File: src/rtl/roc_trig_pkg.sv
`default_nettype none
// ============================================================================
//  Module      : roc_trig_pkg
//  Description : Shared types and default constants for the ROC trigger path.
//  Revision    : 1.0 - initial release
// ============================================================================
package roc_trig_pkg;

   // Gate edge-capture FSM encoding
   typedef enum logic [1:0] {
      ST_IDLE = 2'd0,
      ST_HIGH = 2'd1,
      ST_HOLD = 2'd2
   } gate_state_e;

   localparam int GATE_SYNC_STAGES = 2;
   localparam int GATE_HOLDOFF     = 8;

endpackage : roc_trig_pkg
`default_nettype wire

File: src/rtl/sync_bit.sv
`default_nettype none
// ============================================================================
//  Module      : sync_bit
//  Description : Multi-flop synchroniser for a single asynchronous bit.
//                The chain clears asynchronously so a level present across
//                reset release is always seen as a fresh 0->1 transition.
//  Revision    : 1.0 - initial release
// ============================================================================
module sync_bit #(
   parameter int SYNC_STAGES = 2
) (
   input  logic clk_i,
   input  logic resetn_i,
   input  logic d_i,
   output logic q_o
);

   logic [SYNC_STAGES-1:0] chain_q;

   // Shift the asynchronous input through the flop chain
   always_ff @(posedge clk_i or negedge resetn_i) begin
      if (!resetn_i) begin
         chain_q <= '0;
      end else begin
         chain_q <= {chain_q[SYNC_STAGES-2:0], d_i};
      end
   end

   assign q_o = chain_q[SYNC_STAGES-1];

endmodule : sync_bit
`default_nettype wire

File: src/rtl/gate_edge_capture.sv
`default_nettype none
// ============================================================================
//  Module      : gate_edge_capture
//  Description : Synchronises a stretched gate, emits one pulse per accepted
//                gate, measures gate width, enforces a post-gate holdoff and
//                keeps accepted/dropped event counters plus a stuck flag.
//  Revision    : 1.0 - initial release
// ============================================================================
module gate_edge_capture
   import roc_trig_pkg::*;
#(
   parameter int SYNC_STAGES = GATE_SYNC_STAGES,
   parameter int HOLDOFF     = GATE_HOLDOFF,
   parameter int WIDTH_W     = 8,
   parameter int CNT_W       = 16,
   parameter int TIMEOUT     = 200
) (
   input  logic               clk_i,
   input  logic               resetn_i,
   input  logic               gate_i,
   input  logic               enable_i,
   input  logic               clear_i,
   output logic               pulse_o,
   output logic [WIDTH_W-1:0] width_o,
   output logic               width_valid_o,
   output logic [CNT_W-1:0]   event_cnt_o,
   output logic [CNT_W-1:0]   drop_cnt_o,
   output logic               stuck_o,
   output logic               busy_o
);

   localparam int HOLD_W = (HOLDOFF > 1) ? $clog2(HOLDOFF) : 1;
   localparam logic [HOLD_W-1:0]  HOLD_LOAD   = HOLD_W'((HOLDOFF > 0) ? HOLDOFF - 1 : 0);
   localparam logic [WIDTH_W-1:0] TIMEOUT_VAL = WIDTH_W'(TIMEOUT);
   localparam logic [WIDTH_W-1:0] WIDTH_MAX   = '1;
   localparam logic [CNT_W-1:0]   CNT_MAX     = '1;

   logic               g_s;
   logic               g_d_q;
   logic               rise;
   logic               fall;

   gate_state_e        state_q,       state_d;
   logic [WIDTH_W-1:0] width_cnt_q,   width_cnt_d;
   logic [HOLD_W-1:0]  hold_cnt_q,    hold_cnt_d;
   logic [WIDTH_W-1:0] width_q,       width_d;
   logic               width_valid_q, width_valid_d;
   logic               pulse_q,       pulse_d;
   logic [CNT_W-1:0]   event_cnt_q,   event_cnt_d;
   logic [CNT_W-1:0]   drop_cnt_q,    drop_cnt_d;
   logic               stuck_q,       stuck_d;

   sync_bit #(
      .SYNC_STAGES (SYNC_STAGES)
   ) u_gate_sync (
      .clk_i    (clk_i),
      .resetn_i (resetn_i),
      .d_i      (gate_i),
      .q_o      (g_s)
   );

   assign rise = g_s & ~g_d_q;
   assign fall = ~g_s & g_d_q;

   // State and datapath registers
   always_ff @(posedge clk_i or negedge resetn_i) begin
      if (!resetn_i) begin
         g_d_q         <= 1'b0;
         state_q       <= ST_IDLE;
         width_cnt_q   <= '0;
         hold_cnt_q    <= '0;
         width_q       <= '0;
         width_valid_q <= 1'b0;
         pulse_q       <= 1'b0;
         event_cnt_q   <= '0;
         drop_cnt_q    <= '0;
         stuck_q       <= 1'b0;
      end else begin
         g_d_q         <= g_s;
         state_q       <= state_d;
         width_cnt_q   <= width_cnt_d;
         hold_cnt_q    <= hold_cnt_d;
         width_q       <= width_d;
         width_valid_q <= width_valid_d;
         pulse_q       <= pulse_d;
         event_cnt_q   <= event_cnt_d;
         drop_cnt_q    <= drop_cnt_d;
         stuck_q       <= stuck_d;
      end
   end

   // Next-state: accept a rise in IDLE, leave HIGH on fall, drain the holdoff
   always_comb begin
      state_d = state_q;
      case (state_q)
         ST_IDLE: if (rise && enable_i) state_d = ST_HIGH;
         ST_HIGH: if (fall) state_d = (HOLDOFF == 0) ? ST_IDLE : ST_HOLD;
         ST_HOLD: if (hold_cnt_q == '0) state_d = ST_IDLE;
         default: state_d = ST_IDLE;
      endcase
   end

   // Datapath/output next values; clear_i overrides any counter increment
   always_comb begin
      pulse_d       = 1'b0;
      width_valid_d = 1'b0;
      width_cnt_d   = width_cnt_q;
      hold_cnt_d    = hold_cnt_q;
      width_d       = width_q;
      event_cnt_d   = event_cnt_q;
      drop_cnt_d    = drop_cnt_q;
      stuck_d       = stuck_q;
      case (state_q)
         ST_IDLE: begin
            if (rise && enable_i) begin
               pulse_d     = 1'b1;
               event_cnt_d = event_cnt_q + CNT_W'(1);
               width_cnt_d = WIDTH_W'(1);
               if (width_cnt_d == TIMEOUT_VAL) stuck_d = 1'b1;
            end
         end
         ST_HIGH: begin
            if (g_s) begin
               if (width_cnt_q != WIDTH_MAX) width_cnt_d = width_cnt_q + WIDTH_W'(1);
               // Equality (not >=) so a clear while stuck stays cleared
               if (width_cnt_q != WIDTH_MAX && width_cnt_d == TIMEOUT_VAL) stuck_d = 1'b1;
            end else if (fall) begin
               width_d       = width_cnt_q;
               width_valid_d = 1'b1;
               stuck_d       = 1'b0;
               hold_cnt_d    = HOLD_LOAD;
            end
         end
         ST_HOLD: begin
            if (rise && drop_cnt_q != CNT_MAX) drop_cnt_d = drop_cnt_q + CNT_W'(1);
            if (hold_cnt_q != '0) hold_cnt_d = hold_cnt_q - HOLD_W'(1);
         end
         default: ;
      endcase
      if (clear_i) begin
         event_cnt_d = '0;
         drop_cnt_d  = '0;
         stuck_d     = 1'b0;
      end
   end

   assign pulse_o       = pulse_q;
   assign width_o       = width_q;
   assign width_valid_o = width_valid_q;
   assign event_cnt_o   = event_cnt_q;
   assign drop_cnt_o    = drop_cnt_q;
   assign stuck_o       = stuck_q;
   assign busy_o        = (state_q != ST_IDLE);

endmodule : gate_edge_capture
`default_nettype wire

File: config.mk
export PLATFORM = sky130hd
export DESIGN_NAME = gate_edge_capture
export DESIGN_NICKNAME = d
export VERILOG_FILES = /design/src/rtl/roc_trig_pkg.sv /design/src/rtl/sync_bit.sv /design/src/rtl/gate_edge_capture.sv
export SDC_FILE = /design/constraint.sdc
export NUM_CORES = 1
export LEC_CHECK = 0
export ABC_AREA = 1
export CORE_UTILIZATION = 55
export DETAILED_ROUTE_END_ITERATION = 6
export PLACE_DENSITY = 0.81
export SETUP_SLACK_MARGIN = 0.2
export SLEW_MARGIN = 10
export SYNTH_ARGS = -nofsm -noshare
export SYNTH_HDL_FRONTEND = slang
export SYNTH_SLANG_ARGS = --single-unit
File: constraint.sdc
create_clock -name clk_i -period 4.5 [get_ports clk_i]
set_input_delay 0.675 -clock clk_i [delete_from_list [all_inputs] [get_ports clk_i]]
set_output_delay 0.675 -clock clk_i [all_outputs]
set_load 0.03 [all_outputs]
; After elaboration in Yosys (flattened, before gate mapping)
; Index checks and enable logic that the tools add are counted.
; W data, S select, Z words.
[totals]
wordCells = 83
regBits = 59
out_inout_bits = 44
rom_bits = 0
mem_count = 0
mem_bits_rw = 0
in_bits = 5
latchBits = 0
[op_classes]
n_shift = 0
mul = 0
div_mod_pow = 0
add_sub_neg = 4
muxes = 30
n_eq_ne = 12
n_reduce_logical = 22
n_lt_le_gt_ge = 0
bitwise = 4
[op_table]
columns = operator, n
row1 = $mux W16, 6
row2 = $mux W8, 5
row3 = $add A16 B1 Y16 const B, 2
row4 = $ne A16 B16 Y1 const B, 1
row5 = $pmux W8 S2, 1
row6 = $reduce_bool A2 Y1, 8
row7 = $reduce_and A3 Y1, 4
row8 = $mux W1, 10
row9 = $ne A2 B2 Y1 const B, 5
row10 = $mux W3, 3
row11 = $add A8 B1 Y8 const B, 1
row12 = $eq A8 B8 Y1 const B, 1
row13 = $ne A8 B8 Y1 const B, 1
row14 = $mux W2, 3
row15 = $pmux W2 S3, 1
row16 = $pmux W3 S2, 1
row17 = $reduce_bool A3 Y1, 2
row18 = $reduce_and A2 Y1, 2
row19 = $reduce_and A4 Y1, 1
row20 = $logic_and A1 B1 Y1, 3
row21 = $logic_not A3 Y1, 1
row22 = $ne A3 B3 Y1 const B, 1
row23 = $sub A3 B1 Y3 const B, 1
row24 = $and A1 B1 Y1, 2
row25 = other kinds (5), 6

; Logic depth before layout (Yosys ltp)
[depth]
ltp_word = 10
depth_mapped = 11
ltp_nobuf = 11

; Cells and area by module
; Synthesis repeated with hierarchy kept, for this count alone.
[unflattened]
hier_cells = 401
hier_area_um2 = 3259.4
[by_module_without_submodules]
columns = module, cells_per_inst, n_inst, seq_area_each_um2, area_each_um2
row1 = gate_edge_capture, 399, 1, 1426.4, 3209.3
row2 = sync_bit, 2, 1, 50.0, 50.0

; Least setup slack after synthesis
; OpenSTA, ideal clock, no wires.
[synth_timing]
path_kind = reg2reg
startpoint = register drop_cnt_q[0], in the netlist drop_cnt_o[0]
endpoint = register drop_cnt_q[15], in the netlist drop_cnt_o[15]
path_stages_with_launch = 10
t_arrival_ns = 1.651
required_ns = 4.383
slack_ns = 2.732
setup_time_ns = 0.117
period_less_slack_ns = 1.768
n_path_buf = 1
path_cell_list = dfrtp_1 -> ha_1 -> nand2_1 -> nor2_4 -> nand4_2 -> nand2_4 -> nand2_4 -> buf_6 -> nand3_2 -> nand2_1
[synth_via]
elab_chain_cells = 4
word_cells_on_any_way = 8
cone_classes = 1 x add/sub / 1 x eq/ne / 3 x mux / 3 x reduce/logical
[synth_lines]
columns = item, line_no
row1 = start: declaration, gate_edge_capture.sv:50  ; logic [CNT_W-1:0] drop_cnt_q, drop_cnt_d;
row2 = start signal: assignment, gate_edge_capture.sv:87  ; drop_cnt_q <= drop_cnt_d;
row3 = $add A16 B1 Y16 / $ne A16 B16 Y1 (equally long branches), gate_edge_capture.sv:135  ; if (rise && drop_cnt_q != CNT_MAX) drop_cnt_d = drop_cnt_q + CNT_W'(1);
row4 = $mux W16 / $logic_and A1 B1 Y1 (equally long branches), gate_edge_capture.sv:135
row5 = $mux W16 / $reduce_bool A2 Y1 (equally long branches), n/a
row6 = $mux W16 / $reduce_and A2 Y1 (equally long branches), n/a
; Several ways; a longest one is shown, not always the timed one. The select of a mux whose other input is x is not followed.
; A chain may end at the register's enable or synchronous reset.

; Final worst setup path
[layout_timing]
startpoint = register event_cnt_q[2], in the netlist event_cnt_o[2]
endpoint = output event_cnt_o[2]
[layout_lines]
columns = item, line_no
row1 = start: declaration, gate_edge_capture.sv:49  ; logic [CNT_W-1:0] event_cnt_q, event_cnt_d;
row2 = start signal: assignment, gate_edge_capture.sv:86  ; event_cnt_q <= event_cnt_d;
row3 = end: declaration, gate_edge_capture.sv:26  ; output logic [CNT_W-1:0] event_cnt_o,
; No word-level cell between the ends.

==> flow_metrics.tcl <==
set metrics [dict create \
    syn_nets 416 \
    clk_latency_ns 0.33 \
    antenna_found_initial 0 \
    synth_area_leaders "dfrtp_1 45%, nand2_1 10%, inv_1 5.8%, o21ai_0 4.9%, nor2_1 4.1%" \
    p_leak_uw 0.00171 \
    syn_to_final_growth_pct 22.3 \
    cp.required_ns 3.83 \
    netlist_instances 406 \
    crit_type "flop to output port" \
    slew_headroom_pct 50.7 \
    r2r-start "drop_cnt_o[0]" \
    critical_path.startpoint "event_cnt_o[2]" \
    viasPerCell 5.45 \
    max_stage_delay_ns 0.72 \
    place_inst 522 \
    rows 27 \
    placed_cell_area_sq_mm 0.00381 \
    synth_ff_type "dfrtp_1" \
    top_layer_used "met4" \
    synth_edf_count 0 \
    die_x_um 79.2 \
    avgSynthCellArea_sq_um 8.07 \
    crit_buf_inv 1 \
    antenna_cells 0 \
    grt_first_pass_wirelength_um 12000 \
    setup_viol 0 \
    crit_end "event_cnt_o[2]" \
    finalInstanceArea_sq_mm 0.00401 \
    drc_errors 0 \
    pwr_density_cell_mw_per_mm2 402 \
    m1WireLength_um 3350 \
    hold_viol 0 \
    cts_setup_buffers 0 \
    slew_violations 0 \
    layout.nets 471 \
    synthesis.area_sq_mm 0.00327 \
    cp_cell_sequence "clkdlybuf4s50_1" \
    ctsHtreeMaxLevel 3 \
    numPortBuffers 48 \
    timing.rr.end "drop_cnt_o[4]" \
    path_clk_slew_ns 0.07 \
    startpoint_type "flop" \
    ant_nets 0 \
    period_needed_ns 2.22 \
    pin_count 49 \
    drt-wirelength-per-cell_um 13.2 \
    dr.pass1.iters 4 \
    yosysTopAreaCellShare_pct 45.1 \
    worstPathMaxFanout 6 \
    grt_setup_unrepaired "no" \
    dr_wl_met3_um 418 \
    worstMarginPinSlew_ns 0.739 \
    grt_max_degree 60 \
    setup_tns_ns 0 \
    status "complete, no violations" \
    drv_cap 0 \
    hold_depth 0 \
    postCtsHoldBufs 0 \
    rrSetupSlack_ns 2.66 \
    critPathTopFamily "buffers and inverters" \
    dp_slack_ns 2.09 \
    ys_seq_area_share_pct 45.1 \
    cts_tree "done" \
    synth_top_area_cell "dfrtp_1" \
    async_flop_share_pct 100 \
    routabilityCongestion 0.911 \
    arrival_ns 1.54 \
    cp-end-kind "output port" \
    reg2regPathDepth 9 \
    finalWorstSetupSlack_ns 2.28 \
    cts_resized 0 \
    ys_types 36 \
    numCtsBuffers 9 \
    dieHeight_um 79.2 \
    cts_buffer_depth 2 \
    fmax_mhz 451 \
    routed_wl_um 7120 \
    ir_drop_uv 281 \
    crit_slowest_cell "clkdlybuf4s50_1" \
    start_util_pct 58.4 \
    drive_above_1_share_pct 12.9 \
    ys.warnings.count 0 \
    clock-sinks 59 \
    dr.first_iter.drc_count 193 \
    grt-ovfl-total 0 \
    cp_num_cells 1 \
    yosysMostFrequentCell "nand2_1" \
    synth_common_cells "90 x nand2_1, 59 x dfrtp_1, 51 x inv_1, 36 x nor2_1, 32 x o21ai_0" \
    clockRootBuffer "clkbuf_8" \
    hold_path_class "flop to flop" \
    clock_skew_ns 0.00652 \
    ys_seq_elements 59 \
    dp_hpwl_um 4980 \
    stdcell_count 538 \
    detailroute.via_count 2934 \
    post-route-period-util_pct 49.3 \
    grt_pass1_vias 2646 \
    die-area_sq_mm 0.00627 \
    core_sq_mm 0.00561 \
    dr_wl_met2_um 3270 \
    grtUsageTotal_pct 24.9 \
]
[report_power, final]
part	total [uW]	internal, uW	switching, uW	leakage (uW)
registers	686	617	69.5	0.000798
clock network	480	268	212	0.0000991
logic	445	163	282	0.000818
[layer usage]
layer  vias to the layer above  global-route usage [%]
met4                         0                    8.73
met2                       105                    39.5
met5                         -                       0
met3                        10                    6.78
li1                       1440                       -
met1                      1379                    32.7
[through the flow]
step	total power (uW)	hold WS [ns]	util (%)
2_1_floorplan	985	0.331	-
3_3_place_gp	1120	0.332	68.0
3_5_place_dp	1140	0.338	68.0
4_1_cts	1620	0.355	71.4
5_1_grt	1710	0.373	71.4
6_report	1610	0.353	71.4
[registers in the layout, indices dropped and copies added, names as in the netlist]
signal and cells:
drop_cnt_o 16, event_cnt_o 16, width_cnt_q 8, width_o 8, hold_cnt_q 3, state_q 2
u_gate_sync.chain_q 2, g_d_q 1, pulse_o 1, stuck_o 1, width_valid_o 1
[worst min-delay path by stage]
| stage | start | endpoint | slack [ns] |
|---|---|---|---|
| 6_report | u_gate_sync.chain_q[0] | u_gate_sync.chain_q[1] | 0.35 |
| 5_1_grt | u_gate_sync.chain_q[0] | u_gate_sync.chain_q[1] | 0.37 |
| 4_1_cts | u_gate_sync.chain_q[0] | u_gate_sync.chain_q[1] | 0.36 |
| 3_5_place_dp | u_gate_sync.chain_q[0] | u_gate_sync.chain_q[1] | 0.34 |
| 3_3_place_gp | u_gate_sync.chain_q[0] | u_gate_sync.chain_q[1] | 0.33 |
| 2_1_floorplan | u_gate_sync.chain_q[0] | u_gate_sync.chain_q[1] | 0.33 |
[cell families after synthesis]
kind of cell | Yosys count | synth area share [%]
xor+xnor | 11 | 2.94
compound gates | 59 | 10.3
buf+inv | 64 | 7.87
fa+ha+maj | 5 | 1.91
flops | 59 | 45.1
simple gates | 208 | 31.9
[cell usage in the layout, fill, tap and decap left out, types with 3 or more instances in the layout]
| cell | count |
|---|---|
| ha_1 | 5 |
| nor2_4 | 5 |
| a21oi_1 | 12 |
| inv_2 | 7 |
| nor3_2 | 3 |
| o22ai_1 | 4 |
| nand4_1 | 18 |
| nor2_1 | 36 |
| xor2_1 | 9 |
| nand3_2 | 4 |
| nor2_2 | 3 |
| clkbuf_8 | 10 |
| nand2_2 | 7 |
| o21ai_0 | 32 |
| inv_1 | 51 |
| nor3_1 | 9 |
| clkdlybuf4s50_1 | 47 |
| nand2_1 | 90 |
| nand3_1 | 24 |
| dfrtp_1 | 59 |
| o21ai_2 | 5 |
| clkinv_2 | 3 |
[final cells by class]
class,instances,area (sq um)
clock buffers,11,141
clock inverters,5,52.6
fillers,468,1600
inverters,59,221
multi-input cells,283,1540
flip-flops and latches,59,1480
well taps,72,90.1
repair buffers,49,483
Note: power is estimated with default switching activity, not from simulation.
